$ cat config.mk
export PLATFORM = sky130hd
export DESIGN_NAME = mul_share_arbiter
export DESIGN_NICKNAME = d
export VERILOG_FILES = /design/src/rtl/mul_share_arbiter.sv
export SDC_FILE = /design/constraint.sdc
export NUM_CORES = 1
export LEC_CHECK = 0
export CELL_PAD_IN_SITES_DETAIL_PLACEMENT = 0
export CELL_PAD_IN_SITES_GLOBAL_PLACEMENT = 1
export CORE_MARGIN = 10
export CORE_UTILIZATION = 18
export DETAILED_ROUTE_END_ITERATION = 12
export HOLD_SLACK_MARGIN = 0.15
export MAX_ROUTING_LAYER = met4
export PLACE_DENSITY_LB_ADDON = 0.1
export RECOVER_POWER = 100
export SLEW_MARGIN = 20
export SYNTH_ARGS = -nofsm -noshare
export SYNTH_HDL_FRONTEND = slang
export SYNTH_SLANG_ARGS = --single-unit
$ cat constraint.sdc
create_clock -name I_CLK -period 2.1 [get_ports I_CLK]
set_clock_uncertainty 0.2 [all_clocks]
set_input_delay 0.525 -clock I_CLK [delete_from_list [all_inputs] [get_ports I_CLK]]
set_output_delay 0.525 -clock I_CLK [all_outputs]
set_load 0.05 [all_outputs]
$ cat src/rtl/mul_share_arbiter.sv
// mul_share_arbiter: round-robin front end that time-shares one pipelined
// Q2.13 multiplier between N_REQ requesters and routes each product back to
// its owner. Optional feature macro: MUL_ARB_TIMEOUT_EN (adds O_ERR and a
// WAIT watchdog that returns a zero product if the multiplier never answers).
module mul_share_arbiter #(
  parameter int N_REQ   = 4,
  parameter int ID_W    = 2
`ifdef MUL_ARB_TIMEOUT_EN
  , parameter int TIMEOUT = 15
`endif
) (
  input  logic                  I_CLK,
  input  logic                  I_RST_N,
  input  logic [N_REQ-1:0]      I_REQ,
  input  logic [16*N_REQ-1:0]   I_REQ_M1,
  input  logic [16*N_REQ-1:0]   I_REQ_M2,
  output logic [N_REQ-1:0]      O_GNT,
  output logic [N_REQ-1:0]      O_RSP_VLD,
  output logic [ID_W-1:0]       O_RSP_ID,
  output logic [15:0]           O_RSP_PRODUCT,
  output logic                  O_BUSY,
  output logic                  O_MUL_VLD,
  output logic [15:0]           O_MUL_M1,
  output logic [15:0]           O_MUL_M2,
`ifdef MUL_ARB_TIMEOUT_EN
  output logic                  O_ERR,
`endif
  input  logic                  I_MUL_VLD,
  input  logic                  I_MUL_BUSY,
  input  logic [15:0]           I_MUL_PRODUCT
);

  typedef enum logic {S_IDLE, S_WAIT} state_t;

  state_t            state_q, state_d;
  logic [ID_W-1:0]   ptr_q, ptr_d;
  logic [ID_W-1:0]   owner_q, owner_d;
  logic [N_REQ-1:0]  rsp_vld_q, rsp_vld_d;
  logic [ID_W-1:0]   rsp_id_q, rsp_id_d;
  logic [15:0]       rsp_prod_q, rsp_prod_d;
`ifdef MUL_ARB_TIMEOUT_EN
  logic [3:0]        cnt_q, cnt_d;
  logic              err_q, err_d;
`endif

  logic              found;
  logic [ID_W-1:0]   win;
  logic [ID_W:0]     cand;
  logic [ID_W:0]     nxt;
  logic              issue;

  // Priority search starting at the RR pointer, wrapping modulo N_REQ.
  always_comb begin
    found = 1'b0;
    win   = '0;
    cand  = '0;
    for (int i = 0; i < N_REQ; i++) begin
      cand = {1'b0, ptr_q} + (ID_W+1)'(i);
      if (cand >= (ID_W+1)'(N_REQ)) cand = cand - (ID_W+1)'(N_REQ);
      if (!found && I_REQ[cand[ID_W-1:0]]) begin
        found = 1'b1;
        win   = cand[ID_W-1:0];
      end
    end
  end

  // Issue only from IDLE and only when the multiplier is free; operands and
  // grant go out in the same cycle so the requester sees when it was sampled.
  always_comb begin
    issue     = (state_q == S_IDLE) && found && !I_MUL_BUSY;
    O_MUL_VLD = issue;
    O_MUL_M1  = '0;
    O_MUL_M2  = '0;
    O_GNT     = '0;
    if (issue) begin
      O_MUL_M1   = I_REQ_M1[16*win +: 16];
      O_MUL_M2   = I_REQ_M2[16*win +: 16];
      O_GNT[win] = 1'b1;
    end
  end

  // Next-state: pointer advance on issue, response capture in WAIT.
  always_comb begin
    state_d    = state_q;
    ptr_d      = ptr_q;
    owner_d    = owner_q;
    rsp_vld_d  = '0;
    rsp_id_d   = rsp_id_q;
    rsp_prod_d = rsp_prod_q;
    nxt        = {1'b0, win} + (ID_W+1)'(1);
    if (nxt >= (ID_W+1)'(N_REQ)) nxt = '0;
`ifdef MUL_ARB_TIMEOUT_EN
    cnt_d      = cnt_q;
    err_d      = err_q;
`endif
    case (state_q)
      S_IDLE: begin
        if (issue) begin
          owner_d = win;
          ptr_d   = nxt[ID_W-1:0];
          state_d = S_WAIT;
`ifdef MUL_ARB_TIMEOUT_EN
          cnt_d   = '0;
`endif
        end
      end
      S_WAIT: begin
        if (I_MUL_VLD) begin
          // A real result always beats a coincident timeout.
          rsp_vld_d[owner_q] = 1'b1;
          rsp_id_d           = owner_q;
          rsp_prod_d         = I_MUL_PRODUCT;
          state_d            = S_IDLE;
        end
`ifdef MUL_ARB_TIMEOUT_EN
        else begin
          cnt_d = cnt_q + 4'd1;
          if (cnt_d == 4'(TIMEOUT)) begin
            rsp_vld_d[owner_q] = 1'b1;
            rsp_id_d           = owner_q;
            rsp_prod_d         = '0;
            err_d              = 1'b1;
            state_d            = S_IDLE;
          end
        end
`endif
      end
      default: state_d = S_IDLE;
    endcase
  end

  // State and registered outputs; reset discards any in-flight result.
  always_ff @(posedge I_CLK or negedge I_RST_N) begin
    if (!I_RST_N) begin
      state_q    <= S_IDLE;
      ptr_q      <= '0;
      owner_q    <= '0;
      rsp_vld_q  <= '0;
      rsp_id_q   <= '0;
      rsp_prod_q <= '0;
`ifdef MUL_ARB_TIMEOUT_EN
      cnt_q      <= '0;
      err_q      <= 1'b0;
`endif
    end else begin
      state_q    <= state_d;
      ptr_q      <= ptr_d;
      owner_q    <= owner_d;
      rsp_vld_q  <= rsp_vld_d;
      rsp_id_q   <= rsp_id_d;
      rsp_prod_q <= rsp_prod_d;
`ifdef MUL_ARB_TIMEOUT_EN
      cnt_q      <= cnt_d;
      err_q      <= err_d;
`endif
    end
  end

  assign O_RSP_VLD     = rsp_vld_q;
  assign O_RSP_ID      = rsp_id_q;
  assign O_RSP_PRODUCT = rsp_prod_q;
  assign O_BUSY        = (state_q == S_WAIT);
`ifdef MUL_ARB_TIMEOUT_EN
  assign O_ERR         = err_q;
`endif

endmodule

# Word-level counts from Yosys, hierarchy flattened
# Index checks and enable logic that the tools add are counted.
# totals
register_bits	27
latch_bits	0
mem_bits_rw	0
romBits	0
inputBits	152
out_inout_bits	60
n_memories	0
# classes
n_addsub	8
mul	0
n_div	0
order_cmp	13
n_eq_ne	0
shifts	2
mux	33
bitwise	1
n_reduce_logical	13
# op_table
operator	count
64-bit by 7-bit variable part select with 16-bit output	2
16-bit 2-to-1 mux	2
2-bit by 3-bit < comparator with 1-bit output, second input constant	6
2-bit 2-to-1 mux	9
3-bit greater-or-equal comparator, second input constant	4
1-bit 2-to-1 mux	12
4-bit 2-to-1 mux	3
1-bit binary-select mux with 2-bit select	4
2-bit by 1-bit subtractor with 2-bit output, second input constant	4
1-bit logical AND	7
2-bit by 1-bit adder with 3-bit output, second input constant	2
2-bit by 2-bit adder with 3-bit output, second input constant	2
1-bit demux with 2-bit select	2
2-bit by 1-bit greater-or-equal comparator with 1-bit output, second input constant	2
1-bit logical NOT	4
2-bit AND reduction	2
2-bit by 3-bit greater-or-equal comparator with 1-bit output, second input constant	1
1-bit one-hot mux with 2 select lines	1
1-bit inverter	1

# Logic depth before layout (Yosys ltp)
# Gate-level depths: netlist (run 1).
# logic_depth
depth_word	19
ltp_mapped	8
ltp_nobuf	6

# Worst setup path after synthesis (run 1)
# OpenSTA, ideal clock, no wires.
# synth_path
path_type	reg2out
startpoint	register state_q (netlist: O_BUSY)
endpoint	output port O_GNT[0]
arrival_ns	2.208
setup_slack_ns	-0.833
path_stages_with_launch	4
path_buffers	1
cell_sequence	dfrtp_1 -> nor3_4 -> clkbuf_1 -> and2_1
# synth_via
elab_chain_len	4
# synth_rtl
element	line	rtl
start: declaration	35	state_t state_q, state_d;
start signal: assignment	146	state_q <= state_d;
1-bit inverter	--	
1-bit logical AND (2 in series)	70	issue = (state_q == S_IDLE) && found && !I_MUL_BUSY;
net O_MUL_VLD	22	output logic O_MUL_VLD,
4-bit 2-to-1 mux	75	if (issue) begin
end: declaration	17	output logic [N_REQ-1:0] O_GNT,
# The timed path passes the listed nets, and every way through them passes these cells.

# Worst setup path in the final report (run 1)
# layout_path
startpoint	register ptr_q[1]
endpoint	output port O_MUL_M1[2]
# layout_rtl
element	line	rtl
start: declaration	36	logic [ID_W-1:0] ptr_q, ptr_d;
start signal: assignment	147	ptr_q <= ptr_d;
branches (longest 13 deep; another with 2-bit by 1-bit adder with 3-bit output)	--	
2-bit 2-to-1 mux (*)	60	if (!found && I_REQ[cand[ID_W-1:0]]) begin
net win[0]	47	logic [ID_W-1:0] win;
64-bit by 7-bit variable part select with 16-bit output (*)	76	O_MUL_M1 = I_REQ_M1[16*win +: 16];
16-bit 2-to-1 mux (*)	75	
end: declaration	23	output logic [15:0] O_MUL_M1,
# Mark *: on every way through the listed nets, which the timed path passes. The select of a mux whose other input is x is not followed.

==> reports/results.txt, run 1 <==
relative slew slack: 55.9%
wirelength, routed: 11200 um
XOR/XNOR Fraction of Synth Area: 0%
Clock Power Share: 7.6%
upper clock frequency limit: 356 MHz
fraction of final layout cells sized beyond drive strength 1: 48.3%
worst-path fanout max: 12
clock buffer count from CTS: 3
final layout net count: 602
minimum setup slack among reg-to-reg paths: 0.16 ns
final count of pins violating max slew: 0
Mapped Cells: 203
Int Pwr: 3.20 mW
portion of netlist area occupied by mux cells: 38.2%
Final Hold Fails: 0
total via count after detailed routing: 2574
clk_lat worst skew: 0.26 ns
arrival time at the worst endpoint: 2.09 ns
cells along the critical path: nand2b_4, a21o_1, o211a_4, inv_8, buf_16, mux2i_2, o22ai_4, buf_12
global placer's final weighted congestion: 0.715
IO buf count: 211
cell area after technology mapping: 2150 sq um
syn avg cell area: 10.6 sq um
share of total power in combinational logic: 79.3%
P_sw: 2.56 mW
library cells used by synthesis: 30
total setup violations reported at the end of the flow: 37
count of synthesis-stage warnings from yosys: 0
vias in the first global route: 2876
post-synthesis share of cell area spent on full adders, half adders and majority gates: 2.33%
classification of the worst-slack hold path: flop to flop
worst setup slack after placement: -1.08 ns
part of the power in registers: 13.1%
Core Footprint: 11600 sq um
Post-Syn Nets: 359
largest family of logic cells by synthesized area: multiplexers
placed wire-length estimate: 9210 um
power per cell area: 930 nW/um^2
maximum number of pins on one net before global-route repair: 28
Setup TNS: -24.35 ns
compound-cell area share of the yosys netlist: 12.2%
GRT Resource Usage Total: 12.6%
DRC violations left: 0
overflow left after global routing: 0
fraction of the core area covered by cells at the end of the flow: 53.5%
multi-input combinational cell area: 2350 sq um
run status: finished, violations left
average detailed-routed wire length per instance: 19.1 um
length of the first detailed-routing pass in iterations: 3
Sink Count: 27
wire length of the first global-routing pass: 16100 um
cell at the root of the clock tree: sky130_fd_sc_hd__clkbuf_16
DRC violation total after the first TritonRoute iteration: 80
leading cell type in the layout, fill and taps excluded: sky130_fd_sc_hd__clkdlybuf4s50_1
Post-DRT Antenna Nets: 0
unrepaired setup endpoints after global routing: true
ratio of routed vias to standard cells: 4.38
effective utilization at floorplan: 18.6%
width of the chip: 129 um
simple-gate portion of the synthesized area: 8.15%
required arrival time at the worst endpoint: 1.37 ns
Clock Tree Buf Depth: 2
Total Power: 5.76 mW
Area growth syn-to-layout: 188%
longest individual stage delay on the worst path: 0.44 ns
static leakage power: 2.24 nW
fill cell count: 1009
type of element capturing the critical path: primary output
Clock Pin Slew Worst Setup and Hold Paths: 0.07 ns
least setup slack across all paths after layout: -0.711 ns
Worst Path Class, Setup: flop to primary output
sequential cell area fraction in the yosys report: 31.4%
clock tree from TritonCTS: done
final critical-path share of the clock period: 134%
total die area: 16700 sq um
area taken by flip-flops and latches: 679 sq um
violated checks: negative setup slack
number of violations of the max-capacitance limit: 0
Yosys reg bits: 27
initial antenna violation count: 0
switch share: 44.5%
maximum vdd drop: 332 uV
number of placement rows: 39
commonest cells after routing, fill and taps aside: sky130_fd_sc_hd__clkdlybuf4s50_1 (144), sky130_fd_sc_hd__buf_12 (46), sky130_fd_sc_hd__mux2i_4 (34)
measured slew at the worst slew-check pin: 0.661 ns
Tmin final: 2.81 ns
nature of the critical path startpoint: flop
Inserted Diodes: 0
number of ports placed on the die boundary: 212
Die Height: 129 um
level count of the clock H-tree: 1
slowest cell on the critical path: sky130_fd_sc_hd__dfrtp_2
## synth_stat cells
master / instances / area [sq um]
sky130_fd_sc_hd__nor2b_1: 2 / 12.5
sky130_fd_sc_hd__clkbuf_1: 3 / 11.3
sky130_fd_sc_hd__mux2_2: 16 / 180
sky130_fd_sc_hd__inv_4: 1 / 6.26
sky130_fd_sc_hd__o21a_1: 1 / 7.51
sky130_fd_sc_hd__nor2_1: 4 / 15.0
sky130_fd_sc_hd__nor3_4: 1 / 16.3
sky130_fd_sc_hd__nand3_1: 2 / 10.0
sky130_fd_sc_hd__nor3_1: 2 / 10.0
sky130_fd_sc_hd__dfrtp_1: 27 / 676
sky130_fd_sc_hd__nand2_4: 2 / 22.5
sky130_fd_sc_hd__buf_2: 2 / 10.0
sky130_fd_sc_hd__nand2_2: 1 / 6.26
sky130_fd_sc_hd__o211a_2: 1 / 10.0
sky130_fd_sc_hd__and4_4: 1 / 11.3
sky130_fd_sc_hd__nand2_1: 9 / 33.8
sky130_fd_sc_hd__a21oi_1: 1 / 5.00
sky130_fd_sc_hd__inv_1: 3 / 11.3
sky130_fd_sc_hd__o21ai_0: 1 / 5.00
sky130_fd_sc_hd__mux2i_1: 64 / 641
sky130_fd_sc_hd__o22ai_1: 32 / 200
sky130_fd_sc_hd__nor4_1: 1 / 6.26
sky130_fd_sc_hd__nand2b_1: 1 / 6.26
sky130_fd_sc_hd__buf_12: 2 / 40.0
sky130_fd_sc_hd__o21ai_1: 4 / 20.0
sky130_fd_sc_hd__ha_1: 4 / 50.1
sky130_fd_sc_hd__inv_2: 2 / 7.51
sky130_fd_sc_hd__buf_6: 7 / 78.8
sky130_fd_sc_hd__a21o_1: 2 / 15.0
sky130_fd_sc_hd__and2_1: 4 / 25.0
## final cells by class
| cell class | instances | area share [%] |
|---|---|---|
| clock buffer | 3 | 1.21 |
| clock inverter | 1 | 0.121 |
| inverter | 6 | 0.526 |
| multi-input combinational | 156 | 37.9 |
| sequential | 27 | 11.0 |
| tap | 143 | 2.89 |
| timing repair buffer | 252 | 46.3 |
## power groups by stage
| stage | Clock, mW | Combinational, mW | Sequential [mW] |
|---|---|---|---|
| floorplan | 0 | 2.03 | 1.15 |
| CTS | 0.445 | 4.38 | 0.756 |
| global route | 0.466 | 4.78 | 0.776 |
| global placement | 0 | 3.87 | 0.759 |
| detailed placement | 0 | 3.89 | 0.766 |
| finish | 0.437 | 4.57 | 0.755 |
## final timing paths
check                      startpoint  depth (start not counted)      endpoint
min in group asynchronous     I_RST_N                          2    owner_q[1]
max in group asynchronous     I_RST_N                          2        O_BUSY
hold / removal             owner_q[1]                          1  O_RSP_VLD[0]
setup / recovery             ptr_q[1]                          8   O_MUL_M1[2]
setup reg to reg             ptr_q[1]                          9      ptr_q[1]
hold reg to reg            owner_q[1]                          1  O_RSP_VLD[0]
## kinds of logic (layout without fill, tap and decap cells)
group / count (synthesis) / count (layout)
AO/OA/AOI/OAI: 42 / 42
adder cells (fa/ha/maj): 4 / 4
buffers and inverters: 20 / 262
flip-flops: 27 / 27
multiplexers: 80 / 80
AND/OR/NAND/NOR: 30 / 30
## per-stage QoR
stage	cell area [sq um]	hold WS, ns	instances
after CTS	5970	0.268	585
after floorplan	2720	0.0294	203
after global routing	6190	0.287	588
after global placement	5500	0.249	576
final	6190	0.269	588
after detailed placement	5500	0.257	576
## state kept, by name, indices dropped and copies added (netlist names)
signal	cells
O_RSP_ID	2
ptr_q	2
O_RSP_PRODUCT	16
O_BUSY	1
O_RSP_VLD	4
owner_q	2
## what timing repair did
action | 4_1_cts | 5_1_grt
setup endpoints to repair | 40 | 37
setup buffers | 3 | 1
pin swaps | 4 | 0
hold buffers | 0 | 0
resized for setup | 81 | 46
gates cloned | 2 | 2
## critical path, delay by kind of cell (launching register included)
kind	cells	cell delay, ns
flip-flops	1	0.44
AND/OR/NAND/NOR	1	0.15
multiplexers	1	0.28
buffers and inverters	3	0.50
AO/OA/AOI/OAI	3	0.45
## routing by layer
metal | wire length (um) | share of wire, % | vias to the layer above | track usage [%]
li1 | - | - | 1252 | -
met1 | 4060 | 36 | 1198 | 13.0
met2 | 5920 | 53 | 118 | 22.4
met3 | 1160 | 10 | 6 | 5.06
met4 | 82 | 0.73 | 0 | 1.94
met5 | 0 | 0 | - | -
(Power assumes the default switching activity.)
==> run 2, diff against run 1 <==
Settings changed: SKIP_CTS_REPAIR_TIMING set to 1.
==> reports/results.txt, run 2 (same netlist as run 1, synthesis figures left out) <==
global placer's final weighted congestion: 0.715 (unchanged)
measured slew at the worst slew-check pin: 0.667 ns (+0.00568 ns)
upper clock frequency limit: 351 MHz (-1.4%)
final count of pins violating max slew: 0 (unchanged)
Setup TNS: -25.63 ns (-1.28 ns)
number of ports placed on the die boundary: 212 (unchanged)
clock buffer count from CTS: 3 (unchanged)
Clock Tree Buf Depth: 2 (unchanged)
clk_lat worst skew: 0.26 ns (about the same)
width of the chip: 129 um (unchanged)
Final Hold Fails: 0 (unchanged)
Clock Pin Slew Worst Setup and Hold Paths: 0.07 ns (about the same)
maximum number of pins on one net before global-route repair: 28 (unchanged)
Die Height: 129 um (unchanged)
total die area: 16700 sq um (unchanged)
length of the first detailed-routing pass in iterations: 3 (unchanged)
final layout net count: 609 (+1.2%)
least setup slack across all paths after layout: -0.751 ns (-0.0394 ns)
relative slew slack: 55.5% (-0.38 points)
type of element capturing the critical path: primary output
arrival time at the worst endpoint: 2.13 ns (+0.04 ns)
effective utilization at floorplan: 18.6% (unchanged)
nature of the critical path startpoint: flop
average detailed-routed wire length per instance: 19.3 um (+1.4%)
cells along the critical path: nor2b_4, o21ai_2, o211a_4, clkinv_8, buf_8, clkbuf_16, mux2i_2, o22ai_4, buf_12
Sink Count: 27 (unchanged)
leading cell type in the layout, fill and taps excluded: sky130_fd_sc_hd__clkdlybuf4s50_1
Tmin final: 2.85 ns (+0.0394 ns)
Post-DRT Antenna Nets: 0 (unchanged)
unrepaired setup endpoints after global routing: true
Core Footprint: 11600 sq um (unchanged)
DRC violations left: 0 (unchanged)
total via count after detailed routing: 2599 (+0.97%)
initial antenna violation count: 0 (unchanged)
cell area after placement: 5500 sq um (unchanged)
maximum vdd drop: 311 uV (-6.5%)
hold-critical path depth: 1 (unchanged)
DRC violation total after the first TritonRoute iteration: 71 (-11%)
placed wire-length estimate: 9210 um (unchanged)
Inserted Diodes: 0 (unchanged)
Area growth syn-to-layout: 186%
wire length of the first global-routing pass: 15100 um (-6.6%)
worst-case reg-to-reg path depth: 9 (unchanged)
slowest cell on the critical path: sky130_fd_sc_hd__dfrtp_2
worst setup slack after placement: -1.08 ns (unchanged)
number of flip-flops in the largest register: 16 (unchanged)
worst-path fanout max: 6 (-6)
Worst Path Class, Setup: flop to primary output
wirelength, routed: 11500 um (+2.6%)
total setup violations reported at the end of the flow: 37 (unchanged)
final critical-path share of the clock period: 136% (+1.9 points)
number of violations of the max-capacitance limit: 0 (unchanged)
longest individual stage delay on the worst path: 0.43 ns (about the same)
ratio of routed vias to standard cells: 4.37 (-0.22%)
commonest cells after routing, fill and taps aside: sky130_fd_sc_hd__clkdlybuf4s50_1 (144), sky130_fd_sc_hd__buf_12 (46), sky130_fd_sc_hd__o22ai_4 (32)
level count of the clock H-tree: 1 (unchanged)
violated checks: negative setup slack
overflow left after global routing: 0 (unchanged)
GRT Resource Usage Total: 11.7% (-0.84 points)
clock tree from TritonCTS: done
number of placement rows: 39 (unchanged)
fraction of final layout cells sized beyond drive strength 1: 45.6% (-2.7 points)
static leakage power: 2.29 nW (+2.3%)
run status: finished, violations left
classification of the worst-slack hold path: flop to flop
vias in the first global route: 2750 (-4.4%)
Total Power: 5.74 mW (-0.39%)
fraction of the core area covered by cells at the end of the flow: 53.1% (-0.43 points)
cell area after layout: 6140 sq um (-0.81%)
power per cell area: 934 nW/um^2 (+0.42%)
IO buf count: 211 (unchanged)
required arrival time at the worst endpoint: 1.37 ns (about the same)
cell at the root of the clock tree: sky130_fd_sc_hd__clkbuf_16
## run 2: changes by cell type in the layout (fill, tap and decap cells not counted), moves of 3 or more
cell                        before  now
sky130_fd_sc_hd__buf_2           3    0
sky130_fd_sc_hd__mux2i_4        34   21
sky130_fd_sc_hd__clkbuf_16       5    9
sky130_fd_sc_hd__clkbuf_2        2    5
sky130_fd_sc_hd__mux2i_1         8   20
## run 2: per-stage QoR
step,std cells,hold WS (ns)
detailed placement,576,0.257
finish,595,0.264
global route,595,0.287
global placement,576,0.249
CTS,580,0.268
floorplan,203,0.0294
## run 2: power by group
group / internal, mW / switching (mW)
combinational: 2.25 / 2.29
clock: 0.259 / 0.180
sequential: 0.666 / 0.0899
total: 3.18 / 2.56
## run 2: critical path: cells and delay by family, from the launching register on
kind	cells	cell delay, ns
AO/OA/AOI/OAI	3	0.51
buffers and inverters	4	0.56
AND/OR/NAND/NOR	1	0.13
flip-flops	1	0.43
multiplexers	1	0.24
## run 2: final cells by class
type	count	area [sq um]
inverter	6	42.5
clock buffer	3	75.1
sequential	27	679
tap	143	179
multi-input combinational	156	2200
clock inverter	1	7.51
fill	1028	5430
timing repair buffer	259	2950
## run 2: per-layer routing
layer,global-route usage (%),up-vias,wire length (um)
li1,-,1268,-
met1,11.7,1211,4290
met2,21.4,116,6030
met3,4.98,4,1140
met4,1.61,0,44
met5,-,-,0
## run 2: path summary, 6_finish.rpt
kind	from	end	slack [ns]
setup / recovery	ptr_q[1]	O_MUL_M1[7]	-0.75
hold / removal	owner_q[1]	O_RSP_VLD[0]	0.26
setup reg to reg	ptr_q[1]	ptr_q[1]	0.18
hold reg to reg	owner_q[1]	O_RSP_VLD[0]	0.26
max in group asynchronous	I_RST_N	ptr_q[1]	0.61
min in group asynchronous	I_RST_N	O_RSP_VLD[0]	0.63
